--- src/rtl/uart_script_player.sv ---
// Plays a stored script of bytes to a UART, one tx_req per entry, optionally looping.
// Latency: tx_req one cycle after start or tx_ready; backpressure by holding in WAIT until tx_ready.
module uart_script_player #(
    parameter int DATA_WIDTH = 8,
    parameter int ADDR_WIDTH = 5,
    parameter int LOOP_WIDTH = 16
) (
    input  logic                  clk,
    input  logic                  reset,
    input  logic                  wr_en,
    input  logic [ADDR_WIDTH-1:0] wr_addr,
    input  logic [DATA_WIDTH-1:0] wr_data,
    input  logic [ADDR_WIDTH-1:0] last_index,
    input  logic                  start,
    input  logic                  repeat_en,
    input  logic                  abort,
    output logic                  tx_req,
    output logic [DATA_WIDTH-1:0] tx_data,
    input  logic                  tx_ready,
    output logic                  busy,
    output logic                  done,
    output logic [ADDR_WIDTH-1:0] index,
    output logic [LOOP_WIDTH-1:0] loops
);

    localparam int DEPTH = 1 << ADDR_WIDTH;

    typedef enum logic [1:0] {
        IDLE = 2'd0,
        REQ  = 2'd1,
        WAIT = 2'd2
    } state_t;

    state_t                r_state;
    logic [DATA_WIDTH-1:0] r_mem [DEPTH];
    logic [ADDR_WIDTH-1:0] r_last;
    logic [ADDR_WIDTH-1:0] r_index;
    logic [LOOP_WIDTH-1:0] r_loops;
    logic [DATA_WIDTH-1:0] r_tx_data;
    logic                  r_tx_req;
    logic                  r_busy;
    logic                  r_done;

    logic [ADDR_WIDTH-1:0] w_next_index;
    logic [LOOP_WIDTH-1:0] w_next_loops;

    assign w_next_index = ADDR_WIDTH'(r_index + 1'b1);
    assign w_next_loops = LOOP_WIDTH'(r_loops + 1'b1);

    // Script storage is never reset; reads in the FSM see the pre-write value.
    always_ff @(posedge clk) begin
        if (wr_en) begin
            r_mem[wr_addr] <= wr_data;
        end
    end

    always_ff @(posedge clk) begin
        if (reset) begin
            r_state   <= IDLE;
            r_last    <= '0;
            r_index   <= '0;
            r_loops   <= '0;
            r_tx_data <= '0;
            r_tx_req  <= 1'b0;
            r_busy    <= 1'b0;
            r_done    <= 1'b0;
        end else begin
            r_tx_req <= 1'b0;
            r_done   <= 1'b0;
            if (abort) begin
                r_state <= IDLE;
                r_busy  <= 1'b0;
            end else begin
                case (r_state)
                    IDLE: begin
                        if (start) begin
                            r_last    <= last_index;
                            r_index   <= '0;
                            r_loops   <= '0;
                            r_tx_data <= r_mem[0];
                            r_tx_req  <= 1'b1;
                            r_busy    <= 1'b1;
                            r_state   <= REQ;
                        end
                    end
                    REQ: begin
                        r_state <= WAIT;
                    end
                    WAIT: begin
                        if (tx_ready) begin
                            if (r_index != r_last) begin
                                r_index   <= w_next_index;
                                r_tx_data <= r_mem[w_next_index];
                                r_tx_req  <= 1'b1;
                                r_state   <= REQ;
                            end else if (repeat_en) begin
                                r_index   <= '0;
                                r_loops   <= w_next_loops;
                                r_tx_data <= r_mem[0];
                                r_tx_req  <= 1'b1;
                                r_state   <= REQ;
                            end else begin
                                r_done  <= 1'b1;
                                r_busy  <= 1'b0;
                                r_state <= IDLE;
                            end
                        end
                    end
                    default: begin
                        r_busy  <= 1'b0;
                        r_state <= IDLE;
                    end
                endcase
            end
        end
    end

    assign tx_req  = r_tx_req;
    assign tx_data = r_tx_data;
    assign busy    = r_busy;
    assign done    = r_done;
    assign index   = r_index;
    assign loops   = r_loops;

endmodule

--- config.mk ---
export PLATFORM = sky130hd
export DESIGN_NAME = uart_script_player
export DESIGN_NICKNAME = d
export VERILOG_FILES = /design/src/rtl/uart_script_player.sv
export SDC_FILE = /design/constraint.sdc
export NUM_CORES = 1
export LEC_CHECK = 0
export ABC_AREA = 1
export CAP_MARGIN = 40
export CORE_MARGIN = 2
export CORE_UTILIZATION = 40
export DETAILED_ROUTE_END_ITERATION = 6
export GPL_TIMING_DRIVEN = 1
export SYNTH_ARGS = -nofsm -noshare
export SYNTH_HDL_FRONTEND = slang
export SYNTH_SLANG_ARGS = --single-unit
export TNS_END_PERCENT = 30
--- constraint.sdc ---
create_clock -name clk -period 2.6 [get_ports clk]
set_clock_uncertainty 0.1 [all_clocks]
set_input_delay 0.52 -clock clk [delete_from_list [all_inputs] [get_ports clk]]
set_output_delay 0.52 -clock clk [all_outputs]
set_load 0.1 [all_outputs]
Word level (Yosys, flattened, before mapping)
Memory sizes are Yosys's and may differ from the RTL's.
Index checks and enable logic that the tools add are counted.

storage, ports and cells
  bits in registers = 39
  RAM bits = 256
  input port bits = 25
  output and inout port bits = 32
  word-level logic and storage cells = 66
  memories kept = 1

memory list
  name   depth  bits a word  rd ports  clocked after memory_dff  wr ports  line  source
  r_mem  32     8            2         0                         1         35    logic [DATA_WIDTH-1:0] r_mem [DEPTH];

cells by class
  add/subtract/negate cells = 2
  equality and inequality tests = 9
  multiplexer cells = 33
  bitwise operators = 4
  reduce and logical (&&, ||, !) cells = 9

operators with widths
  operator                 number
  $mux W16                 4
  $mux W8                  4
  $pmux W16 S2             1
  $mux W5                  4
  $add A16 B1 Y16 const B  1
  $pmux W8 S2              1
  $mux W1                  13
  $ne A2 B2 Y1 const B     5
  $pmux W5 S2              1
  $reduce_and A5 Y1        2
  $pmux W2 S3              1
  $reduce_and A6 Y1        1
  $add A5 B1 Y5 const B    1
  $ne A5 B5 Y1             1
  $reduce_or A5 Y1         1
  $mux W2                  2
  $not A1 Y1               4
  $ne A3 B3 Y1 const B     1
  $pmux W1 S3              1
  $reduce_and A3 Y1        1
  $eq A2 B1 Y1 const B     1
  $eq A2 B2 Y1 const B     1
  $logic_not A2 Y1         1
  $pmux W1 S2              1
  other kinds (3)          3

Longest topological paths before layout
Gate-level depths: netlist of run 1.

  word-level depth = 5
  depth in mapped cells = 14
  depth with buffers taken out = 11

Worst setup path after synthesis of run 1
Ideal clock, no wire load.

  path type = flip-flop to flip-flop
  start point = register r_index[1], in the netlist index[1]
  end point = register r_tx_data[2], in the netlist tx_data[2]
  library setup time = 0.056 ns
  data arrival time = 2.447 ns
  data required time = 2.444 ns
  path slack = -0.003 ns
  cell stages (with the launch flop) = 14
  path buffers = 3
  clock period less this slack = 2.603 ns
  cell sequence = dfxtp_1 > ha_1 > clkbuf_1 > inv_1 > buf_2 > buf_2 > nand2_1 > nand3_1 > nand3_1 > nand2_1 > nand2_1 > nand3_1 > nand2_1 > inv_1

between the ends
  word-level cells in the longest chain between the ends = 5
  elaborated cells between the ends (all ways) = 8
  those cells by class = add/sub (1); eq/ne (2); mux (3); reduce/logical (1); memory (1)

ends and longest elaborated chain
  element                 line  source
  from (decl)             37    logic [ADDR_WIDTH-1:0] r_index;
  from (signal assigned)  92    r_index <= w_next_index;
  $add A5 B1 Y5           47    assign w_next_index = ADDR_WIDTH'(r_index + 1'b1);
  $mem_v2 Z32 W8          n/a
  $mux W8                 91    if (r_index != r_last) begin
  $mux W8                 90    if (tx_ready) begin
  $pmux W8 S2             74    case (r_state)
  to (signal assigned)    80    r_tx_data <= r_mem[0];
  to (signal assigned)    93    r_tx_data <= r_mem[w_next_index];
  to (signal assigned)    99    r_tx_data <= r_mem[0];
  to (decl)               39    logic [DATA_WIDTH-1:0] r_tx_data;

Several ways; a longest one is shown, not always the timed one. The select of a mux whose other input is x is not followed.
A chain may end at the register's enable or synchronous reset.

Final worst setup path of run 1
  start point = register r_index[0], in the netlist index[0]
  end point = register r_tx_data[5], in the netlist tx_data[5]

The elaborated chain is that of the path after synthesis.

==> results.toml, run 1 <==
[critical_path]
crit_chain = "ha_2 -> clkinv_1 -> buf_4 -> nand3_1 -> nand3_1 -> nand3_1 -> nand2_1 -> nand2_1 -> nand3_1 -> nand2_1 -> inv_1"
worstRegToRegCells = 11
cp.required_ns = 2.96
startpoint = "index[0]"
reg2reg_from = "index[0]"
critPathMostFrequentCell = "nand3_1"
start_kind = "flop"
critPathSlowestCell = "ha_2"
cp-end-kind = "flop"
worstSetupPathType = "reg -> reg"
crit_fanout = 32
cp.arrival_ns = 2.65
critical_path.max_stage_delay_ns = 0.49

[sta]
slew-limit-headroom_pct = 59.4
finalMaxSlewViolations = 0
hold_violations = 0
min_period_ns = 2.29
worst_pin_slew_ns = 0.609
fin_crit_sh_pct = 88.2
max_clock_freq_mhz = 436
totalNegativeSetupSlack_ns = 0
rsz0062_at_grt = "no"
setup_violations = 0

[global_routing]
grt.total_usage_pct = 19.1
grt_max_degree = 122
grt_pass1_vias = 9056
grt_overflow_total = 0
grt_pass1_wl_um = 50500
grt_antenna_before_repair = 0

[route]
drtIter0Drc = 676
vias = 9515
first_pass_iters = 5
drt-total-wl_um = 32300
postRouteAntennaNets = 0
drc = 0
routedWlPerCell_um = 16.4
drt-vias-per-instance = 4.84

[clock_tree]
cts.repair.resized = 0
numClockSinks = 295
hold_buffers = 0
cts.clk_slew.worst_paths_ns = 0.06
tritoncts = "yes"
cts_setup_buffers = 0
cts_root_buf = "clkbuf_16"
insertion_delay_ns = 0.58
h-tree-depth = 1
clock_path_buffers = 3
numCtsBuffers = 30

[yosys]
synth_xor_area_share_pct = 0.992
synth-compound-area-share_pct = 2.16
postSynthAreaPerCell_um2 = 9.34
synth_area_mm2 = 0.0132
yosys_warnings = 0
synth.distinct_cells = 28
synth_seq_area_share_pct = 64.0
synthMuxAreaShare_pct = 0
synth_fa_ha_area_share_pct = 0.189
synth.net_count = 1445
synthCells = 1418
synth_top_family_by_area = "simple AND/OR/NAND/NOR gates"
ys_seq_elements = 295
synthSimpleGateAreaFrac_pct = 24.3

[pwr]
combinationalPowerShare_pct = 12.0
leakagePower_nw = 6.39
p_total_mw = 10.6
clockPowerShare_pct = 38.5
swShare_pct = 25.6
pwr-share-seq_pct = 49.5
internal_power_mw = 7.90
vdd_ir_drop_max_mv = 0.550
p_sw_mw = 2.71
powerDensity_mw_per_mm2 = 687

[hold_path]
hold_depth = 2
min_from = "busy"
min_path_type = "reg -> reg"

[place]
place_hpwl_um = 19300
io_buffers = 56
globalplace.congestion = 0.819

[floorplanning]
rows = 66
io_pins = 57
dieArea_mm2 = 0.0346
chipWidth_um = 186
start_util_pct = 40.7
core-area_mm2 = 0.0325
die_y_um = 186

[layout]
drive_gt1_share_pct = 9.51
syn2layout_area_growth_pct = 16.8
diodes = 0
finalNetCount = 1531

[status]
status = "completed"

[job]
maxCapViolations = 0
cells in the mapped netlist:
cell,instances,area [um^2]
clkbuf_1,29,109
inv_1,218,818
o21ai_0,12,60.1
nand2_1,443,1660
nor2_2,2,12.5
nor3_1,3,15.0
xor2_1,11,96.3
edfxtp_1,256,7690
nor3_4,1,16.3
or2_2,1,6.26
buf_1,7,26.3
buf_2,20,100
a21oi_1,39,195
nand2_4,1,11.3
buf_4,4,30.0
inv_2,3,11.3
buf_6,1,11.3
nor2_1,103,387
dfxtp_1,39,781
nand3_4,2,35.0
ha_1,2,25.0
o21bai_1,3,22.5
xnor2_1,4,35.0
nor4_1,1,6.26
o211ai_1,1,7.51
nand3_1,205,1030
nand4_1,6,37.5
nand2_2,1,6.26
final cells by class:
type                    count  area (um^2)
well taps                 442          553
repair buffers            115          998
inverters                 221          831
clock buffers              42          796
flip-flops and latches    295         8470
clock inverters            11          125
fillers                  3133        17100
multi-input cells         841         3680
path summary, 6_finish.rpt:
| path | end | slack, ns |
|---|---|---|
| worst min register to register | busy | 0.37 |
| worst max-delay path | tx_data[5] | 0.31 |
| worst min-delay path | busy | 0.37 |
| worst max register to register | tx_data[5] | 0.31 |
routing by layer:
layer  vias up  track usage [%]  wire [um]
met3        52             2.39       1730
li1       4733                -          -
met1      4478             26.7      14700
met2       252             31.8      15200
met5         -                0          0
met4         0             4.57        692
power by group through the flow:
stage,registers (mW),clock network (mW),logic [mW]
6_report,5.25,4.08,1.28
5_1_grt,5.26,4.35,1.41
3_3_place_gp,5.35,0,1.27
4_1_cts,5.25,4.16,1.28
2_1_floorplan,5.47,0,0.675
3_5_place_dp,5.35,0,1.28
logic make-up (layout without fill, tap and decap cells):
kind of cell | after synthesis | in the layout
buffers and inverters | 282 | 389
adder cells (fa/ha/maj) | 2 | 2
AND/OR/NAND/NOR | 769 | 769
XOR/XNOR | 15 | 15
flip-flops | 295 | 295
AO/OA/AOI/OAI | 55 | 55
registers in the layout, summed over array words and instances, names as in the netlist:
register  flops
done          1
index         5
r_mem       256
tx_req        1
busy          1
loops        16
tx_data       8
r_state       2
r_last        5
cell usage in the layout, fill, tap and decap left out:
cell type        netlist  final
o211ai_1               1      1
a21oi_1               39     39
xnor2_2                0      1
clkdlybuf4s50_1        0     24
clkbuf_1              29     12
nand3_1              205    205
clkinv_16              0      1
nand4_1                6      6
o21ai_0               12     12
inv_1                218    216
nor2_1               103    103
xnor2_1                4      3
nand2_2                1      1
bufinv_16              0      2
o21bai_1               3      3
xor2_1                11     10
xor2_2                 0      1
dfxtp_1               39     37
clkinv_1               0      5
or2_2                  1      1
ha_1                   2      1
buf_12                 0      6
buf_4                  4     85
nand2_4                1      1
ha_2                   0      1
nor3_4                 1      1
nor2_2                 2      2
nor4_1                 1      1
nand2_1              443    443
edfxtp_1             256    256
inv_2                  3      3
dfxtp_4                0      1
clkinv_2               0      4
nor3_1                 3      3
nand3_4                2      2
clkinvlp_2             0      1
clkbuf_16              0     30
dfxtp_2                0      1
through the flow:
step | hold slack (ns) | instances | utilization (%) | setup slack [ns] | instance area, um^2
after floorplan | 0.344 | 1418 | - | 0.0470 | 13200
after global placement | 0.349 | 1914 | 44.7 | 0.219 | 14500
after detailed placement | 0.361 | 1914 | 44.7 | 0.160 | 14500
after CTS | 0.370 | 1967 | 47.5 | 0.309 | 15500
after global routing | 0.387 | 1967 | 47.5 | 0.134 | 15500
final | 0.369 | 1967 | 47.5 | 0.307 | 15500
critical path: cells and delay by family (launching register included):
kind / cells / cell delay, ns
buf+inv: 3 / 0.44
simple gates: 7 / 0.75
fa+ha+maj: 1 / 0.49
flops: 1 / 0.39
Note: power is estimated with default switching activity, not from simulation.
==> run 2, diff against run 1 <==
--- a/config.mk
+++ b/config.mk
@@ -11,6 +11,7 @@
 export CORE_UTILIZATION = 40
 export DETAILED_ROUTE_END_ITERATION = 6
 export GPL_TIMING_DRIVEN = 1
+export PLACE_DENSITY = 0.62
 export SYNTH_ARGS = -nofsm -noshare
 export SYNTH_HDL_FRONTEND = slang
 export SYNTH_SLANG_ARGS = --single-unit
==> results.toml, run 2 (synthesis gave the netlist of run 1 again) <==
[clock_tree]
cts_root_buf = "clkbuf_16"
tritoncts = "yes"
h-tree-depth = 2
cts.clk_slew.worst_paths_ns = 0.06
insertion_delay_ns = 0.52
numClockSinks = 295
hold_buffers = 0
numCtsBuffers = 34
cts.repair.resized = 0
clock_path_buffers = 3
cts_setup_buffers = 0

[hold_path]
hold_path_end = "busy"
min_from = "busy"
hold_depth = 2
min_path_type = "reg -> reg"

[global_routing]
grt_overflow_total = 0
grt_antenna_before_repair = 0
grt_pass1_vias = 9161
grt_pass1_wl_um = 50800
grt.total_usage_pct = 19.3
grt_max_degree = 92

[layout]
drive_gt1_share_pct = 10.7
finalNetCount = 1541
layout_commonest_cell = "nand2_1"
diodes = 0
syn2layout_area_growth_pct = 18.1
regMostFlops = "r_mem"
fin_cells = 1981
mostFrequentLayoutCells = "nand2_1, edfxtp_1, inv_1"
largest_register_ffs = 256

[floorplanning]
chipWidth_um = 186
io_pins = 57
die_y_um = 186
rows = 66
core-area_mm2 = 0.0325
dieArea_mm2 = 0.0346
start_util_pct = 40.7

[critical_path]
worstSetupPathType = "reg -> out"
cp.required_ns = 1.98
reg2reg_from = "index[0]"
crit_fanout = 47
crit_chain = "buf_4 -> buf_4"
r2r_end = "tx_data[1]"
r2r_slack_ns = 0.38
critPathSlowestCell = "buf_4"
critical_path.max_stage_delay_ns = 0.45
critPathMostFrequentCell = "buf_4"
start_kind = "flop"
cp-end-kind = "output pin"
cp.arrival_ns = 1.76
worstRegToRegCells = 10

[sta]
totalNegativeSetupSlack_ns = 0
rsz0062_at_grt = "no"
whs_ns = 0.358
setup_violations = 0
min_period_ns = 2.38
finalMaxSlewViolations = 0
fin_ws_ns = 0.215
worst_pin_slew_ns = 0.598
max_clock_freq_mhz = 419
hold_violations = 0
slew-limit-headroom_pct = 60.0
fin_crit_sh_pct = 91.7

[place]
pre_cts_slack_ns = 0.201
io_buffers = 56
globalplace.congestion = 0.841
dpl.cell_count = 1920
place_hpwl_um = 20600

[pwr]
powerDensity_mw_per_mm2 = 709
vdd_ir_drop_max_mv = 0.467
leakagePower_nw = 6.49

[route]
drt-total-wl_um = 33000
vias = 9661
drtIter0Drc = 820
drt-vias-per-instance = 4.88
postRouteAntennaNets = 0
drc = 0
routedWlPerCell_um = 16.7
first_pass_iters = 5

[job]
maxCapViolations = 0

[status]
status = "completed"
-- run 2: cell count changes in the layout (fill, tap and decap cells not counted), sizes merged --
cell	change
clkinvlp	+1
inv	+1
buf	+6
clkbuf	+1
clkinv	+5
-- run 2: report_power, final --
| part | internal (mW) | switching (mW) |
|---|---|---|
| logic | 0.359 | 0.915 |
| registers | 5.22 | 0.0348 |
| clock network | 2.69 | 1.87 |
| total | 8.26 | 2.82 |
-- run 2: critical path: cells and delay by family (launching register included) --
kind	cells	cell delay, ns
buf+inv	2	0.84
flops	1	0.40
-- run 2: layout make-up --
class / instances / area [um^2]
clock buffers: 43 / 906
clock inverters: 18 / 168
fillers: 3057 / 16900
flip-flops and latches: 295 / 8470
multi-input cells: 841 / 3680
repair buffers: 121 / 1020
inverters: 221 / 831
well taps: 442 / 553
-- run 2: how the worst max path moves through the flow --
| stage | startpoint | end | cells past startpoint |
|---|---|---|---|
| detailed placement | start | loops[3] | 9 |
| floorplan | index[0] | tx_data[2] | 13 |
| global placement | start | tx_data[4] | 10 |
| global route | index[0] | index[0] | 2 |
| finish | index[0] | index[0] | 2 |
| CTS | index[0] | index[0] | 2 |
-- run 2: stage by stage --
step                util (%)  total power, mW  instance area, um^2
detailed placement      44.7             6.62                14600
CTS                     48.0             11.2                15600
floorplan                  -             6.15                13200
global route            48.0             11.5                15600
global placement        44.7             6.61                14600
finish                  48.0             11.1                15600
-- run 2: metal layers --
metal  GRT usage, %  vias to the layer above  routed length, um  part of all wire (%)
met5              0                        -                  0                     0
met4           5.35                        0                725                   2.2
met3           3.35                       63               2430                   7.4
met2           31.3                      308              15300                    46
met1           26.9                     4535              14600                    44
li1               -                     4755                  -                     -
==> run 3, diff against run 2 <==
--- a/config.mk
+++ b/config.mk
@@ -6,7 +6,7 @@
 export NUM_CORES = 1
 export LEC_CHECK = 0
 export ABC_AREA = 1
-export CAP_MARGIN = 40
+export CAP_MARGIN = 20
 export CORE_MARGIN = 2
 export CORE_UTILIZATION = 40
 export DETAILED_ROUTE_END_ITERATION = 6
==> results of run 3 <==
Final layout, timing and power as in run 2 (identical DEF).
